[src/rtl/fifo_pkg.sv]
// Shared types, depth derivation and parameter legality helpers for the
// single-clock FIFO.
package fifo_pkg;

    localparam int DEFAULT_DATAWIDTH = 8;
    localparam int DEFAULT_ADDRWIDTH = 5;

    typedef struct packed {
        logic full;
        logic empty;
        logic almost_full;
        logic almost_empty;
    } fifo_flags_t;

    localparam fifo_flags_t FLAGS_RESET = '{
        full:         1'b0,
        empty:        1'b1,
        almost_full:  1'b0,
        almost_empty: 1'b1
    };

    function automatic int clog2(input int value);
        int result;
        result = 0;
        for (int i = 0; i < 31; i++) begin
            if ((1 << i) < value) begin
                result = i + 1;
            end
        end
        return result;
    endfunction

    function automatic int fifo_depth(input int addr_width);
        return 1 << addr_width;
    endfunction

    function automatic bit af_level_ok(input int af_level, input int depth);
        return (af_level >= 1) && (af_level <= depth);
    endfunction

    function automatic bit ae_level_ok(input int ae_level, input int depth);
        return (ae_level >= 0) && (ae_level <= depth - 1);
    endfunction

endpackage

[src/rtl/sync_fifo_if.sv]
// Data and status bundle between a FIFO and its producer/consumer.
// The master side drives requests; the slave side (the FIFO) drives status.
interface sync_fifo_if #(
    parameter int DATAWIDTH = 8,
    parameter int ADDRWIDTH = 5
);

    logic                 I_clr;
    logic [DATAWIDTH-1:0] I_data_in;
    logic                 I_wren;
    logic                 I_rden;
    logic [DATAWIDTH-1:0] O_data_out;
    logic                 full;
    logic                 empty;
    logic                 almost_full;
    logic                 almost_empty;
    logic [ADDRWIDTH:0]   O_count;
    logic                 overflow;
    logic                 underflow;

    modport master (
        output I_clr,
        output I_data_in,
        output I_wren,
        output I_rden,
        input  O_data_out,
        input  full,
        input  empty,
        input  almost_full,
        input  almost_empty,
        input  O_count,
        input  overflow,
        input  underflow
    );

    modport slave (
        input  I_clr,
        input  I_data_in,
        input  I_wren,
        input  I_rden,
        output O_data_out,
        output full,
        output empty,
        output almost_full,
        output almost_empty,
        output O_count,
        output overflow,
        output underflow
    );

endinterface

[src/rtl/fifo_dpram.sv]
// Simple dual-port RAM: one write port, one read port that is either
// registered (reset to zero, holds between reads) or purely combinational.
module fifo_dpram #(
    parameter int DATAWIDTH = 8,
    parameter int ADDRWIDTH = 5,
    parameter bit REG_READ  = 1'b1
) (
    input  logic                 clk,
    input  logic                 rst_n,
    input  logic                 wr_en,
    input  logic [ADDRWIDTH-1:0] wr_addr,
    input  logic [DATAWIDTH-1:0] wr_data,
    input  logic                 rd_en,
    input  logic [ADDRWIDTH-1:0] rd_addr,
    output logic [DATAWIDTH-1:0] rd_data
);

    localparam int DEPTH = 1 << ADDRWIDTH;

    logic [DATAWIDTH-1:0] mem [0:DEPTH-1];

    // Storage is deliberately left unreset so it can map onto RAM macros.
    always_ff @(posedge clk) begin
        if (wr_en) begin
            mem[wr_addr] <= wr_data;
        end
    end

    if (REG_READ) begin : g_reg_read
        logic [DATAWIDTH-1:0] rd_data_q;
        logic [DATAWIDTH-1:0] rd_data_d;

        always_comb begin
            rd_data_d = rd_data_q;
            if (rd_en) begin
                rd_data_d = mem[rd_addr];
            end
        end

        always_ff @(posedge clk or negedge rst_n) begin
            if (!rst_n) begin
                rd_data_q <= '0;
            end else begin
                rd_data_q <= rd_data_d;
            end
        end

        assign rd_data = rd_data_q;
    end else begin : g_comb_read
        logic unused_comb_read;

        assign unused_comb_read = ^{rd_en, rst_n};
        assign rd_data          = mem[rd_addr];
    end

endmodule

[src/rtl/sync_fifo.sv]
// Single-clock FIFO with occupancy count, programmable almost-full/empty
// thresholds, optional first-word-fall-through, flush and sticky error flags.
module sync_fifo
    import fifo_pkg::*;
#(
    parameter int DATAWIDTH = DEFAULT_DATAWIDTH,
    parameter int ADDRWIDTH = DEFAULT_ADDRWIDTH,
    parameter int AF_LEVEL  = fifo_depth(ADDRWIDTH) - 2,
    parameter int AE_LEVEL  = 2,
    parameter int FWFT      = 0
) (
    input  logic        clk,
    input  logic        rst_n,
    sync_fifo_if.slave  bus
);

    localparam int DEPTH = fifo_depth(ADDRWIDTH);

    localparam logic [ADDRWIDTH:0] DEPTH_CNT = DEPTH[ADDRWIDTH:0];
    localparam logic [ADDRWIDTH:0] AF_CNT    = AF_LEVEL[ADDRWIDTH:0];
    localparam logic [ADDRWIDTH:0] AE_CNT    = AE_LEVEL[ADDRWIDTH:0];
    localparam logic [ADDRWIDTH:0] PTR_ONE   = {{ADDRWIDTH{1'b0}}, 1'b1};

    if ((ADDRWIDTH < 1) || (clog2(DEPTH) != ADDRWIDTH)) begin : g_bad_addrwidth
        $error("sync_fifo: ADDRWIDTH must be at least 1");
    end
    if (!af_level_ok(AF_LEVEL, DEPTH)) begin : g_bad_af_level
        $error("sync_fifo: AF_LEVEL must lie in 1..DEPTH");
    end
    if (!ae_level_ok(AE_LEVEL, DEPTH)) begin : g_bad_ae_level
        $error("sync_fifo: AE_LEVEL must lie in 0..DEPTH-1");
    end

    logic [ADDRWIDTH:0]   wr_ptr_q;
    logic [ADDRWIDTH:0]   wr_ptr_d;
    logic [ADDRWIDTH:0]   rd_ptr_q;
    logic [ADDRWIDTH:0]   rd_ptr_d;
    logic [ADDRWIDTH:0]   count_q;
    logic [ADDRWIDTH:0]   count_d;
    fifo_flags_t          flags_q;
    fifo_flags_t          flags_d;
    logic                 overflow_q;
    logic                 overflow_d;
    logic                 underflow_q;
    logic                 underflow_d;
    logic                 wr_acc;
    logic                 rd_acc;
    logic                 ram_wr_en;
    logic                 ram_rd_en;
    logic [DATAWIDTH-1:0] ram_rd_data;

    // Acceptance looks only at the registered flags from the start of the cycle.
    assign wr_acc    = bus.I_wren & ~flags_q.full;
    assign rd_acc    = bus.I_rden & ~flags_q.empty;
    assign ram_wr_en = wr_acc & ~bus.I_clr;
    assign ram_rd_en = rd_acc & ~bus.I_clr;

    always_comb begin
        wr_ptr_d    = wr_ptr_q;
        rd_ptr_d    = rd_ptr_q;
        count_d     = count_q;
        overflow_d  = overflow_q;
        underflow_d = underflow_q;

        if (bus.I_clr) begin
            wr_ptr_d    = '0;
            rd_ptr_d    = '0;
            count_d     = '0;
            overflow_d  = 1'b0;
            underflow_d = 1'b0;
        end else begin
            if (wr_acc) begin
                wr_ptr_d = wr_ptr_q + PTR_ONE;
            end
            if (rd_acc) begin
                rd_ptr_d = rd_ptr_q + PTR_ONE;
            end
            case ({wr_acc, rd_acc})
                2'b10:   count_d = count_q + PTR_ONE;
                2'b01:   count_d = count_q - PTR_ONE;
                default: count_d = count_q;
            endcase
            overflow_d  = overflow_q  | (bus.I_wren & flags_q.full);
            underflow_d = underflow_q | (bus.I_rden & flags_q.empty);
        end
    end

    // Every status flag is a registered function of the next occupancy.
    always_comb begin
        flags_d              = FLAGS_RESET;
        flags_d.full         = (count_d == DEPTH_CNT);
        flags_d.empty        = (count_d == '0);
        flags_d.almost_full  = (count_d >= AF_CNT);
        flags_d.almost_empty = (count_d <= AE_CNT);
    end

    always_ff @(posedge clk or negedge rst_n) begin
        if (!rst_n) begin
            wr_ptr_q    <= '0;
            rd_ptr_q    <= '0;
            count_q     <= '0;
            flags_q     <= FLAGS_RESET;
            overflow_q  <= 1'b0;
            underflow_q <= 1'b0;
        end else begin
            wr_ptr_q    <= wr_ptr_d;
            rd_ptr_q    <= rd_ptr_d;
            count_q     <= count_d;
            flags_q     <= flags_d;
            overflow_q  <= overflow_d;
            underflow_q <= underflow_d;
        end
    end

    fifo_dpram #(
        .DATAWIDTH (DATAWIDTH),
        .ADDRWIDTH (ADDRWIDTH),
        .REG_READ  (FWFT == 0)
    ) u_ram (
        .clk     (clk),
        .rst_n   (rst_n),
        .wr_en   (ram_wr_en),
        .wr_addr (wr_ptr_q[ADDRWIDTH-1:0]),
        .wr_data (bus.I_data_in),
        .rd_en   (ram_rd_en),
        .rd_addr (rd_ptr_q[ADDRWIDTH-1:0]),
        .rd_data (ram_rd_data)
    );

    assign bus.O_data_out   = ram_rd_data;
    assign bus.O_count      = count_q;
    assign bus.full         = flags_q.full;
    assign bus.empty        = flags_q.empty;
    assign bus.almost_full  = flags_q.almost_full;
    assign bus.almost_empty = flags_q.almost_empty;
    assign bus.overflow     = overflow_q;
    assign bus.underflow    = underflow_q;

endmodule

[src/flat_wrapper.sv]
// flat-port wrapper written by rule: the top's interface ports become plain ports
module sync_fifo_flat import fifo_pkg::*;
#(
    parameter int DATAWIDTH = DEFAULT_DATAWIDTH,
    parameter int ADDRWIDTH = DEFAULT_ADDRWIDTH,
    parameter int AF_LEVEL  = fifo_depth(ADDRWIDTH) - 2,
    parameter int AE_LEVEL  = 2,
    parameter int FWFT      = 0
)
  (clk, rst_n, bus_I_clr, bus_I_data_in, bus_I_wren, bus_I_rden, bus_O_data_out, bus_full, bus_empty, bus_almost_full, bus_almost_empty, bus_O_count, bus_overflow, bus_underflow);
  sync_fifo_if #(.DATAWIDTH(DATAWIDTH), .ADDRWIDTH(ADDRWIDTH)) bus_i ();
  input  logic clk;
  input  logic rst_n;
  input wire logic [$bits(bus_i.I_clr)-1:0] bus_I_clr;
  input wire logic [$bits(bus_i.I_data_in)-1:0] bus_I_data_in;
  input wire logic [$bits(bus_i.I_wren)-1:0] bus_I_wren;
  input wire logic [$bits(bus_i.I_rden)-1:0] bus_I_rden;
  output wire logic [$bits(bus_i.O_data_out)-1:0] bus_O_data_out;
  output wire logic [$bits(bus_i.full)-1:0] bus_full;
  output wire logic [$bits(bus_i.empty)-1:0] bus_empty;
  output wire logic [$bits(bus_i.almost_full)-1:0] bus_almost_full;
  output wire logic [$bits(bus_i.almost_empty)-1:0] bus_almost_empty;
  output wire logic [$bits(bus_i.O_count)-1:0] bus_O_count;
  output wire logic [$bits(bus_i.overflow)-1:0] bus_overflow;
  output wire logic [$bits(bus_i.underflow)-1:0] bus_underflow;
  assign bus_i.I_clr = bus_I_clr;
  assign bus_i.I_data_in = bus_I_data_in;
  assign bus_i.I_wren = bus_I_wren;
  assign bus_i.I_rden = bus_I_rden;
  assign bus_O_data_out = bus_i.O_data_out;
  assign bus_full = bus_i.full;
  assign bus_empty = bus_i.empty;
  assign bus_almost_full = bus_i.almost_full;
  assign bus_almost_empty = bus_i.almost_empty;
  assign bus_O_count = bus_i.O_count;
  assign bus_overflow = bus_i.overflow;
  assign bus_underflow = bus_i.underflow;
  sync_fifo #(.DATAWIDTH(DATAWIDTH), .ADDRWIDTH(ADDRWIDTH), .AF_LEVEL(AF_LEVEL), .AE_LEVEL(AE_LEVEL), .FWFT(FWFT)) u_core (.clk(clk), .rst_n(rst_n), .bus(bus_i));
endmodule
[config.mk]
export PLATFORM = sky130hd
export DESIGN_NAME = sync_fifo_flat
export DESIGN_NICKNAME = d
export VERILOG_FILES = /design/src/rtl/fifo_pkg.sv /design/src/rtl/sync_fifo_if.sv /design/src/rtl/fifo_dpram.sv /design/src/rtl/sync_fifo.sv /design/src/flat_wrapper.sv
export SDC_FILE = /design/constraint.sdc
export NUM_CORES = 1
export LEC_CHECK = 0
export CAP_MARGIN = 20
export CORE_MARGIN = 1.5
export CORE_UTILIZATION = 40
export DETAILED_ROUTE_END_ITERATION = 12
export PLACE_DENSITY = 0.65
export SETUP_SLACK_MARGIN = 0.4
export SLEW_MARGIN = 25
export SYNTH_ARGS = -nofsm -noshare
export SYNTH_HDL_FRONTEND = slang
export SYNTH_HIERARCHICAL = 1
export SYNTH_SLANG_ARGS = --single-unit
[constraint.sdc]
create_clock -name clk -period 3 [get_ports clk]
set_input_delay 0.45 -clock clk [delete_from_list [all_inputs] [get_ports clk]]
set_output_delay 0.45 -clock clk [all_outputs]
set_load 0.01 [all_outputs]
==> results.py, run 1 <==
metrics = {
    "power": {
        "powerDensity_nw_per_um2": 715,
        "leakagePower_nw": 4.54,
        "power_w": 0.00983,
        "ir_drop_mv": 0.415,
    },
    "timing": {
        "post-route-period-util_pct": 82.2,
        "fin_ws_ns": 0.535,
        "finalHoldViolCount": 0,
        "worst_slew_pin_slew_ns": 0.472,
        "maxSlewViolCount": 0,
        "grt_setup_unrepaired": "yes",
        "max_freq_ghz": 0.406,
        "layout_min_cycle_time_ns": 2.46,
        "slew-limit-headroom_pct": 68.5,
        "setup_viol": 0,
        "skew_ns": 0.0141,
    },
    "critical_path": {
        "critPathCaptureType": "flop",
        "worstPathMaxFanout": 4,
        "cp.required_ns": 3.47,
        "path_delay_family": "simple AND/OR/NAND/NOR gates",
        "startpoint_type": "flop",
        "r2r_start": "u_core/bus.empty",
        "r2r_setup_slack_ns": 0.54,
        "critPathBufInv": 0,
        "crit_type": "flop to flop",
        "path_cells": "nand2b_4, nor2_2, xor2_1, ha_2, or3b_1, nand4_1, a2111o_1, nand3_2, or3_4, nor3b_2",
        "slowest_stage": "dfstp_2",
        "worst_r2r_path_depth": 10,
        "worst_r2r_endpoint": "u_core/bus.full",
        "critical_path_arrival_ns": 2.94,
        "cp_slowest_stage_delay_ns": 0.56,
    },
    "place": {
        "place_area_um2": 12800,
        "post-dp-hpwl_um": 15200,
        "gp_congestion": 0.812,
        "numPortBuffers": 32,
        "pre_cts_ws_ns": -0.00130,
    },
    "floorplan": {
        "ios": 33,
        "core_um2": 28700,
        "die_w_um": 174,
        "row_count": 62,
        "dieArea_um2": 30200,
        "die_h_um": 174,
        "start_util_pct": 40.7,
    },
    "clock_tree": {
        "htreeDepth": 1,
        "cts_tree": "yes",
        "clk_path_buf_depth": 3,
        "cts-buffers-inserted": 30,
        "clock_latency_ns": 0.55,
        "root_buffer": "clkbuf_16",
        "clk_pin_slew_ns": 0.06,
        "clock-sinks": 286,
    },
    "logic_synthesis": {
        "avgSynthCellArea_um2": 16.3,
        "synth.area.top_cells": "edfxtp_1, mux2i_1, dfrtp_1",
        "synth_area_um2": 11700,
        "synth_seq_cells": 286,
        "ys_types": 53,
        "yosys.area.top_type": "edfxtp_1",
        "syn-num-nets": 735,
        "seq_area_frac_synth_pct": 72.3,
        "yosys-top-cells-count": "edfxtp_1, mux2i_1, a22oi_1",
        "yosysWarningCount": 6,
        "syn_inst": 718,
        "synth.most_common_cell": "edfxtp_1",
        "synth_edf_count": 256,
        "netlist.area_leader.share_pct": 65.9,
        "ys_async_sr_fraction_pct": 10.5,
        "yosys_most_used_dff": "edfxtp_1",
    },
    "grt": {
        "grtUsageTotal_pct": 16.8,
        "grt-ovfl-total": 0,
        "grt_pass1_vias": 6520,
        "antenna_found_initial": 0,
        "gr-max-usage-layer": "met2",
        "grt_pass1_wl_um": 38700,
        "grt_use_met1_pct": 23.2,
        "use_met2_pct": 28.0,
        "grt_util_met3_pct": 2.65,
        "grt_max_degree": 46,
    },
    "layout": {
        "diodes": 0,
        "area_growth_pct": 17.8,
        "nets": 826,
        "drive_gt1_share_pct": 18.1,
        "final_area_um2": 13700,
    },
    "route": {
        "ant_nets": 0,
        "routed_via_density": 5.31,
        "drtPass1Iterations": 4,
        "dr.first_iter.drc_count": 483,
        "wire_per_inst_um": 20.9,
        "drc_errors": 0,
        "vias": 6456,
        "drt-total-wl_um": 25400,
    },
    "min_path": {
        "hold_class": "primary input to asynchronous set/reset pin",
    },
    "status": {
        "status": "finished, final reports clean",
    },
    "job": {
        "maxCapViolations": 0,
    },
}
==> final cells by class <==
cell class	count	area, µm²
multi-input combinational	386	3000
fill	2458	15000
sequential	286	8440
inverter	3	13.8
timing repair buffer	102	871
clock inverter	17	114
tap	384	480
clock buffer	37	828
==> flip-flops by register name (all words and copies together) (netlist names) <==
register	count
u_core/u_ram/mem	256
u_core/u_ram/rd_data	8
u_core/bus.O_count	6
u_core/rd_ptr_q	5
u_core/wr_ptr_q	5
u_core/bus.almost_empty	1
u_core/bus.almost_full	1
u_core/bus.empty	1
u_core/bus.full	1
u_core/bus.overflow	1
u_core/bus.underflow	1
==> worst reg2reg max path: stages, from the launching register on <==
cell,delay [ns]
dfstp_2,0.56
nand2b_4,0.13
nor2_2,0.05
xor2_1,0.14
ha_2,0.21
or3b_1,0.34
nand4_1,0.10
a2111o_1,0.16
nand3_2,0.12
or3_4,0.42
nor3b_2,0.16
==> metrics by stage <==
step / hold WS, ns / cells / util (%) / setup TNS [ns]
after global placement: 0.502 / 1160 / 44.4 / 0
after CTS: 0.0730 / 1214 / 47.8 / 0
final: 0.0980 / 1215 / 47.9 / 0
after detailed placement: 0.497 / 1160 / 44.4 / -0.00130
after global routing: 0.0863 / 1215 / 47.9 / 0
after floorplan: 0.154 / 718 / - / 0
==> how the worst max path moves through the flow <==
stage	startpoint	to	slack (ns)	cells after the start
4_1_cts	u_core/bus.empty	u_core/bus.full	0.46	10
5_1_grt	u_core/bus.empty	u_core/bus.empty	0.38	10
2_1_floorplan	bus_I_wren	u_core/bus.full	0.47	11
6_report	u_core/bus.empty	u_core/bus.full	0.54	10
3_5_place_dp	bus_I_rden	u_core/bus.almost_empty	-0.001	9
3_3_place_gp	bus_I_rden	u_core/bus.almost_empty	0.04	10
==> cells in the final DEF, fill, tap and decap left out, drive strengths merged, types with 4 or more instances in the layout <==
cell type,instances
a21oi,38
a22oi,64
buf,70
clkbuf,37
clkdlybuf4s50,32
clkinv,14
dfrtp,28
edfxtp,256
ha,4
inv,4
mux2,9
mux2i,130
nand2,10
nand3,4
nand3b,6
nand4,6
nor2,54
nor2b,5
nor4,8
or3b,4
xor2,9
==> cell families after synthesis <==
kind of cell | Yosys count | synth area share, %
compound gates | 118 | 6.82
xor+xnor | 12 | 0.900
fa+ha+maj | 4 | 0.429
buf+inv | 46 | 2.44
flops | 286 | 72.3
mux | 139 | 12.0
simple gates | 113 | 5.05
==> report_power, final <==
group	switching [W]	internal, W
clock network	0.00145	0.00203
logic	0.000832	0.000867
registers	0.000174	0.00447
==> per-layer routing <==
| layer | share of wire (%) | routed length, µm | up-vias |
|---|---|---|---|
| met5 | 0 | 0 | - |
| met1 | 44 | 11300 | 3243 |
| li1 | - | - | 2993 |
| met2 | 49 | 12400 | 178 |
| met4 | 1.8 | 447 | 0 |
| met3 | 5.0 | 1280 | 42 |
==> what timing repair did <==
action                                  in CTS  in global routing
endpoints found under the setup margin       1                  4
endpoints found under the hold margin        0                  0
pin swaps                                    0                  2
hold buffers                                 0                  0
buffers inserted                             0                  1
resized for setup                            3                  5
No activity file was read; power rests on OpenSTA's default activity.
==> run 2: changes to the inputs <==
==> constraint.sdc (replaced) <==
create_clock -name clk -period 2.3 [get_ports clk]
set_input_delay 0.345 -clock clk [delete_from_list [all_inputs] [get_ports clk]]
set_output_delay 0.345 -clock clk [all_outputs]
set_load 0.01 [all_outputs]
==> run 2 against run 1 <==
  * The run now ends with negative setup slack left
  * Total power rose by 38%
  * Sequential share of layout area fell by 5.0 points
  * Setup slack got worse by 0.59 ns
  * Critical endpoint unchanged
  * Largest cell class unchanged
  * Largest power group unchanged
==> results.py, run 2 (same netlist as run 1, synthesis figures left out) <==
metrics = {
    "critical_path": {
        "worstPathMaxFanout": 3,
        "startpoint_type": "flop",
        "worst_r2r_path_depth": 10,
        "critPathCaptureType": "flop",
        "r2r_start": "u_core/bus.empty",
        "worst_r2r_endpoint": "u_core/bus.full",
        "r2r_setup_slack_ns": -0.06,
        "critical_path_arrival_ns": 2.81,
        "crit_type": "flop to flop",
        "cp.required_ns": 2.76,
    },
    "timing": {
        "post-route-period-util_pct": 102,
        "slew-limit-headroom_pct": 51.3,
        "skew_ns": 0.0167,
        "finalSetupTns_ns": -0.128,
        "worst_slew_pin_slew_ns": 0.728,
        "setup_viol": 4,
        "finalHoldViolCount": 0,
        "layout_min_cycle_time_ns": 2.36,
        "grt_setup_unrepaired": "yes",
        "fin_ws_ns": -0.0566,
        "max_freq_ghz": 0.424,
        "maxSlewViolCount": 0,
    },
    "layout": {
        "final_common_cell": "edfxtp_1",
        "final_cell_mix": "edfxtp_1, mux2i_1, buf_4",
        "drive_gt1_share_pct": 33.9,
        "largest_register_ffs": 256,
        "nets": 861,
        "nFillCells": 2294,
        "top_register": "u_core/u_ram/mem",
        "area_growth_pct": 28.3,
        "post_layout_nonfiller_instances": 1250,
        "diodes": 0,
    },
    "power": {
        "leakagePower_nw": 4.93,
        "powerDensity_nw_per_um2": 904,
        "ir_drop_mv": 0.541,
    },
    "route": {
        "drt-total-wl_um": 27200,
        "vias": 6754,
        "dr.first_iter.drc_count": 507,
        "ant_nets": 0,
        "drc_errors": 0,
        "drtPass1Iterations": 5,
        "routed_via_density": 5.40,
        "wire_per_inst_um": 21.8,
    },
    "clock_tree": {
        "postCtsHoldBufs": 0,
        "cts-buffers-inserted": 28,
        "root_buffer": "clkbuf_16",
        "clock_latency_ns": 0.53,
        "clock-sinks": 286,
        "htreeDepth": 1,
        "clk_path_buf_depth": 3,
        "clk_pin_slew_ns": 0.06,
        "cts_tree": "yes",
    },
    "floorplan": {
        "row_count": 62,
        "die_h_um": 174,
        "start_util_pct": 40.7,
        "dieArea_um2": 30200,
        "core_um2": 28700,
        "ios": 33,
        "die_w_um": 174,
    },
    "status": {
        "status": "finished, violations left",
        "violations": "negative setup slack",
    },
    "place": {
        "post-dp-hpwl_um": 16300,
        "dp_cells": 1179,
        "gp_congestion": 0.799,
        "numPortBuffers": 32,
    },
    "grt": {
        "antenna_found_initial": 0,
        "grtUsageTotal_pct": 17.7,
        "grt_pass1_wl_um": 40300,
        "gr-max-usage-layer": "met2",
        "grt_max_degree": 33,
        "grt_util_met3_pct": 3.11,
        "grt_pass1_vias": 6841,
        "grt_use_met1_pct": 24.0,
        "grt-ovfl-total": 0,
        "use_met2_pct": 29.5,
    },
    "min_path": {
        "hold_class": "primary input to asynchronous set/reset pin",
    },
    "job": {
        "maxCapViolations": 0,
    },
}
[run 2: cell count changes in the layout (fill, tap and decap cells not counted), moves of 25 or more]
cell     change
nor2_1      -30
a21oi_2     +25
buf_6       +33
a22oi_1     -38
a21oi_1     -25
a22oi_2     +38
[run 2: routing by layer]
metal  wire [µm]  part of all wire [%]
met5           0                     0
met4         546                   2.0
met3        1590                   5.8
met2       13400                    49
met1       11700                    43
[run 2: final cells by class]
type                       instances  area, µm²  area share [%]
clock inverter                     7       62.6           0.418
clock buffer                      45        806            5.38
timing repair buffer             139       1560            10.4
multi-input combinational        386       3590            24.0
sequential                       286       8450            56.4
tap                              384        480            3.21
inverter                           3       16.3           0.109
[run 2: worst max-delay path by stage]
| stage | to | cells past startpoint | slack [ns] | from |
|---|---|---|---|---|
| 6_report | u_core/bus.full | 10 | -0.06 | u_core/bus.empty |
| 5_1_grt | u_core/bus.full | 10 | -0.16 | u_core/bus.empty |
| 3_3_place_gp | u_core/bus.full | 11 | -0.34 | bus_I_wren |
| 4_1_cts | u_core/bus.full | 10 | -0.04 | u_core/bus.empty |
| 3_5_place_dp | u_core/bus.empty | 11 | -0.39 | bus_I_wren |
| 2_1_floorplan | u_core/bus.full | 11 | -0.07 | u_core/bus.empty |
[run 2: through the flow]
stage | hold slack (ns) | area (µm²) | util [%] | setup slack (ns) | total power, W
after global placement | 0.495 | 13100 | 45.6 | -0.340 | 0.00860
after floorplan | 0.0494 | 11800 | - | -0.0724 | 0.00767
after global routing | 0.288 | 15000 | 52.2 | -0.162 | 0.0140
after detailed placement | 0.501 | 13100 | 45.6 | -0.393 | 0.00863
final | 0.245 | 15000 | 52.2 | -0.0566 | 0.0135
after CTS | 0.264 | 14500 | 50.4 | -0.0379 | 0.0133
[run 2: repair_timing]
action	CTS	global route
resized for setup	73	107
setup endpoints to repair	280	278
pin swaps	15	46
setup buffers	11	1
cloned	4	3
[run 2: power by group]
group,total (W),internal (W),switching [W],leakage [nW]
Sequential,0.00604,0.00584,0.000194,2.68
Combinational,0.00322,0.00173,0.00148,1.83
Clock,0.00428,0.00250,0.00178,0.414
Total,0.0135,0.0101,0.00346,4.93
[run 2: critical path: stages (launching register included)]
cell      delay (ns)
dfstp_2         0.55
nand2b_4        0.14
nor2_4          0.04
xor2_1          0.14
ha_2            0.21
or3b_1          0.35
nand4_1         0.12
a2111o_1        0.17
nand3_2         0.07
or3_4           0.35
nor3b_2         0.15
==> run 3: changes to the inputs <==
--- a/config.mk
+++ b/config.mk
@@ -5,10 +5,12 @@
 export SDC_FILE = /design/constraint.sdc
 export NUM_CORES = 1
 export LEC_CHECK = 0
+export ABC_CLOCK_PERIOD_IN_PS = 2300
 export CAP_MARGIN = 20
 export CORE_MARGIN = 1.5
 export CORE_UTILIZATION = 40
 export DETAILED_ROUTE_END_ITERATION = 12
+export MAX_ROUTING_LAYER = met4
 export PLACE_DENSITY = 0.65
 export SETUP_SLACK_MARGIN = 0.4
 export SLEW_MARGIN = 25
==> run 3 against run 2 <==
  * The run still ends with negative setup slack left
  * Clock skew down 0.00099 ns
  * Critical path type unchanged
  * Hold slack worse by 0.014 ns
  * Total power up 0.24%
  * Setup slack worse by 0.016 ns
  * Via count about the same
  * Critical endpoint unchanged
  * Count of clock-buffer cells in the layout unchanged
  * Non-clock buffer count up 1
  * Register-to-register slack worse by 0.02 ns
==> results.py, run 3 (same netlist as run 1, synthesis figures left out) <==
metrics = {
    "layout": {
        "post_layout_nonfiller_instances": 1251,
        "largest_register_ffs": 256,
        "final_common_cell": "edfxtp_1",
        "drive_gt1_share_pct": 34.6,
        "area_growth_pct": 28.6,
        "diodes": 0,
        "final_cell_mix": "edfxtp_1, mux2i_1, buf_4",
        "nFillCells": 2294,
        "top_register": "u_core/u_ram/mem",
        "final_core_util_pct": 52.3,
        "nets": 862,
    },
    "clock_tree": {
        "cts-buffers-inserted": 28,
        "cts_tree": "yes",
        "postCtsHoldBufs": 0,
        "clock_latency_ns": 0.53,
        "root_buffer": "clkbuf_16",
        "clk_path_buf_depth": 3,
        "clk_pin_slew_ns": 0.06,
        "htreeDepth": 1,
        "clock-sinks": 286,
    },
    "floorplan": {
        "core_um2": 28700,
        "die_h_um": 174,
        "start_util_pct": 40.7,
        "row_count": 62,
        "dieArea_um2": 30200,
        "die_w_um": 174,
        "ios": 33,
    },
    "timing": {
        "finalSetupTns_ns": -0.179,
        "setup_viol": 4,
        "worst_slew_pin_slew_ns": 0.700,
        "skew_ns": 0.0157,
        "finalHoldViolCount": 0,
        "max_freq_ghz": 0.421,
        "post-route-period-util_pct": 103,
        "layout_min_cycle_time_ns": 2.37,
        "hold_slack_ns": 0.232,
        "fin_ws_ns": -0.0729,
        "slew-limit-headroom_pct": 53.2,
        "grt_setup_unrepaired": "yes",
        "maxSlewViolCount": 0,
    },
    "critical_path": {
        "worstPathMaxFanout": 3,
        "startpoint_type": "flop",
        "critical_path_arrival_ns": 2.83,
        "crit_type": "flop to flop",
        "cp.required_ns": 2.76,
        "critPathCaptureType": "flop",
    },
    "route": {
        "ant_nets": 0,
        "drc_errors": 0,
        "routed_via_density": 5.40,
        "drtPass1Iterations": 4,
        "wire_per_inst_um": 21.8,
        "dr.first_iter.drc_count": 499,
        "vias": 6756,
        "drt-total-wl_um": 27200,
    },
    "grt": {
        "grtUsageTotal_pct": 18.2,
        "grt_max_degree": 33,
        "grt_pass1_wl_um": 40300,
        "grt_pass1_vias": 6832,
        "grt-ovfl-total": 0,
        "antenna_found_initial": 0,
    },
    "place": {
        "pre_cts_ws_ns": -0.393,
        "gp_congestion": 0.811,
        "post-dp-hpwl_um": 16300,
        "numPortBuffers": 32,
        "dp_cells": 1179,
    },
    "power": {
        "leakagePower_nw": 4.94,
        "powerDensity_nw_per_um2": 904,
        "ir_drop_mv": 0.552,
    },
    "min_path": {
        "hold_class": "primary input to asynchronous set/reset pin",
    },
    "job": {
        "maxCapViolations": 0,
    },
    "status": {
        "violations": "negative setup slack",
        "status": "finished, violations left",
    },
}
[run 3: final timing paths]
kind / start / end / slack [ns] / cells past startpoint
setup / recovery: u_core/bus.empty / u_core/bus.full / -0.07 / 10
hold / removal: rst_n / u_core/bus.underflow / 0.23 / 1
setup reg to reg: u_core/bus.empty / u_core/bus.full / -0.07 / 10
hold reg to reg: u_core/bus.overflow / u_core/bus.overflow / 0.51 / 2
max in group asynchronous: rst_n / u_core/u_ram/rd_data[6] / 1.43 / 2
min in group clk: bus_I_wren / u_core/bus.overflow / 0.47 / 3
[run 3: worst max-delay path: stages, from the launching register on]
cell	delay [ns]
dfstp_2	0.55
nand2b_4	0.14
nor2_4	0.04
xor2_1	0.14
ha_2	0.21
or3b_1	0.35
nand4_1	0.12
a2111o_1	0.17
nand3_2	0.07
or3_4	0.35
nor3b_2	0.16
[run 3: what timing repair did]
| action | 4_1_cts | 5_1_grt |
|---|---|---|
| gates resized for setup | 73 | 113 |
| buffers inserted | 11 | 2 |
| pin swaps | 15 | 47 |
| setup endpoints to repair | 280 | 278 |
| cloned | 4 | 3 |
[run 3: where the power goes]
group          switching, W  internal (W)  leakage, nW
clock               0.00178       0.00250        0.414
sequential         0.000196       0.00584         2.68
combinational       0.00149       0.00175         1.84
[run 3: area by class of cell]
cell class	count	area (µm²)	area share, %
flip-flops and latches	286	8450	56.3
multi-input cells	386	3620	24.1
repair buffers	140	1570	10.4
clock buffers	45	806	5.37
well taps	384	480	3.20
clock inverters	7	62.6	0.417
inverters	3	16.3	0.108
[run 3: stage by stage]
| step | instance area (µm²) | power, W |
|---|---|---|
| 3_3_place_gp | 13100 | 0.00860 |
| 4_1_cts | 14500 | 0.0133 |
| 3_5_place_dp | 13100 | 0.00863 |
| 5_1_grt | 15000 | 0.0141 |
| 2_1_floorplan | 11800 | 0.00767 |
| 6_report | 15000 | 0.0136 |
[run 3: layer usage]
layer | track usage, % | vias up | share of wire [%]
met3 | 3.03 | 38 | 6.7
met2 | 29.4 | 228 | 49
li1 | - | 3067 | -
met4 | 4.45 | 0 | 2.1
met1 | 24.2 | 3423 | 42
met5 | - | - | 0
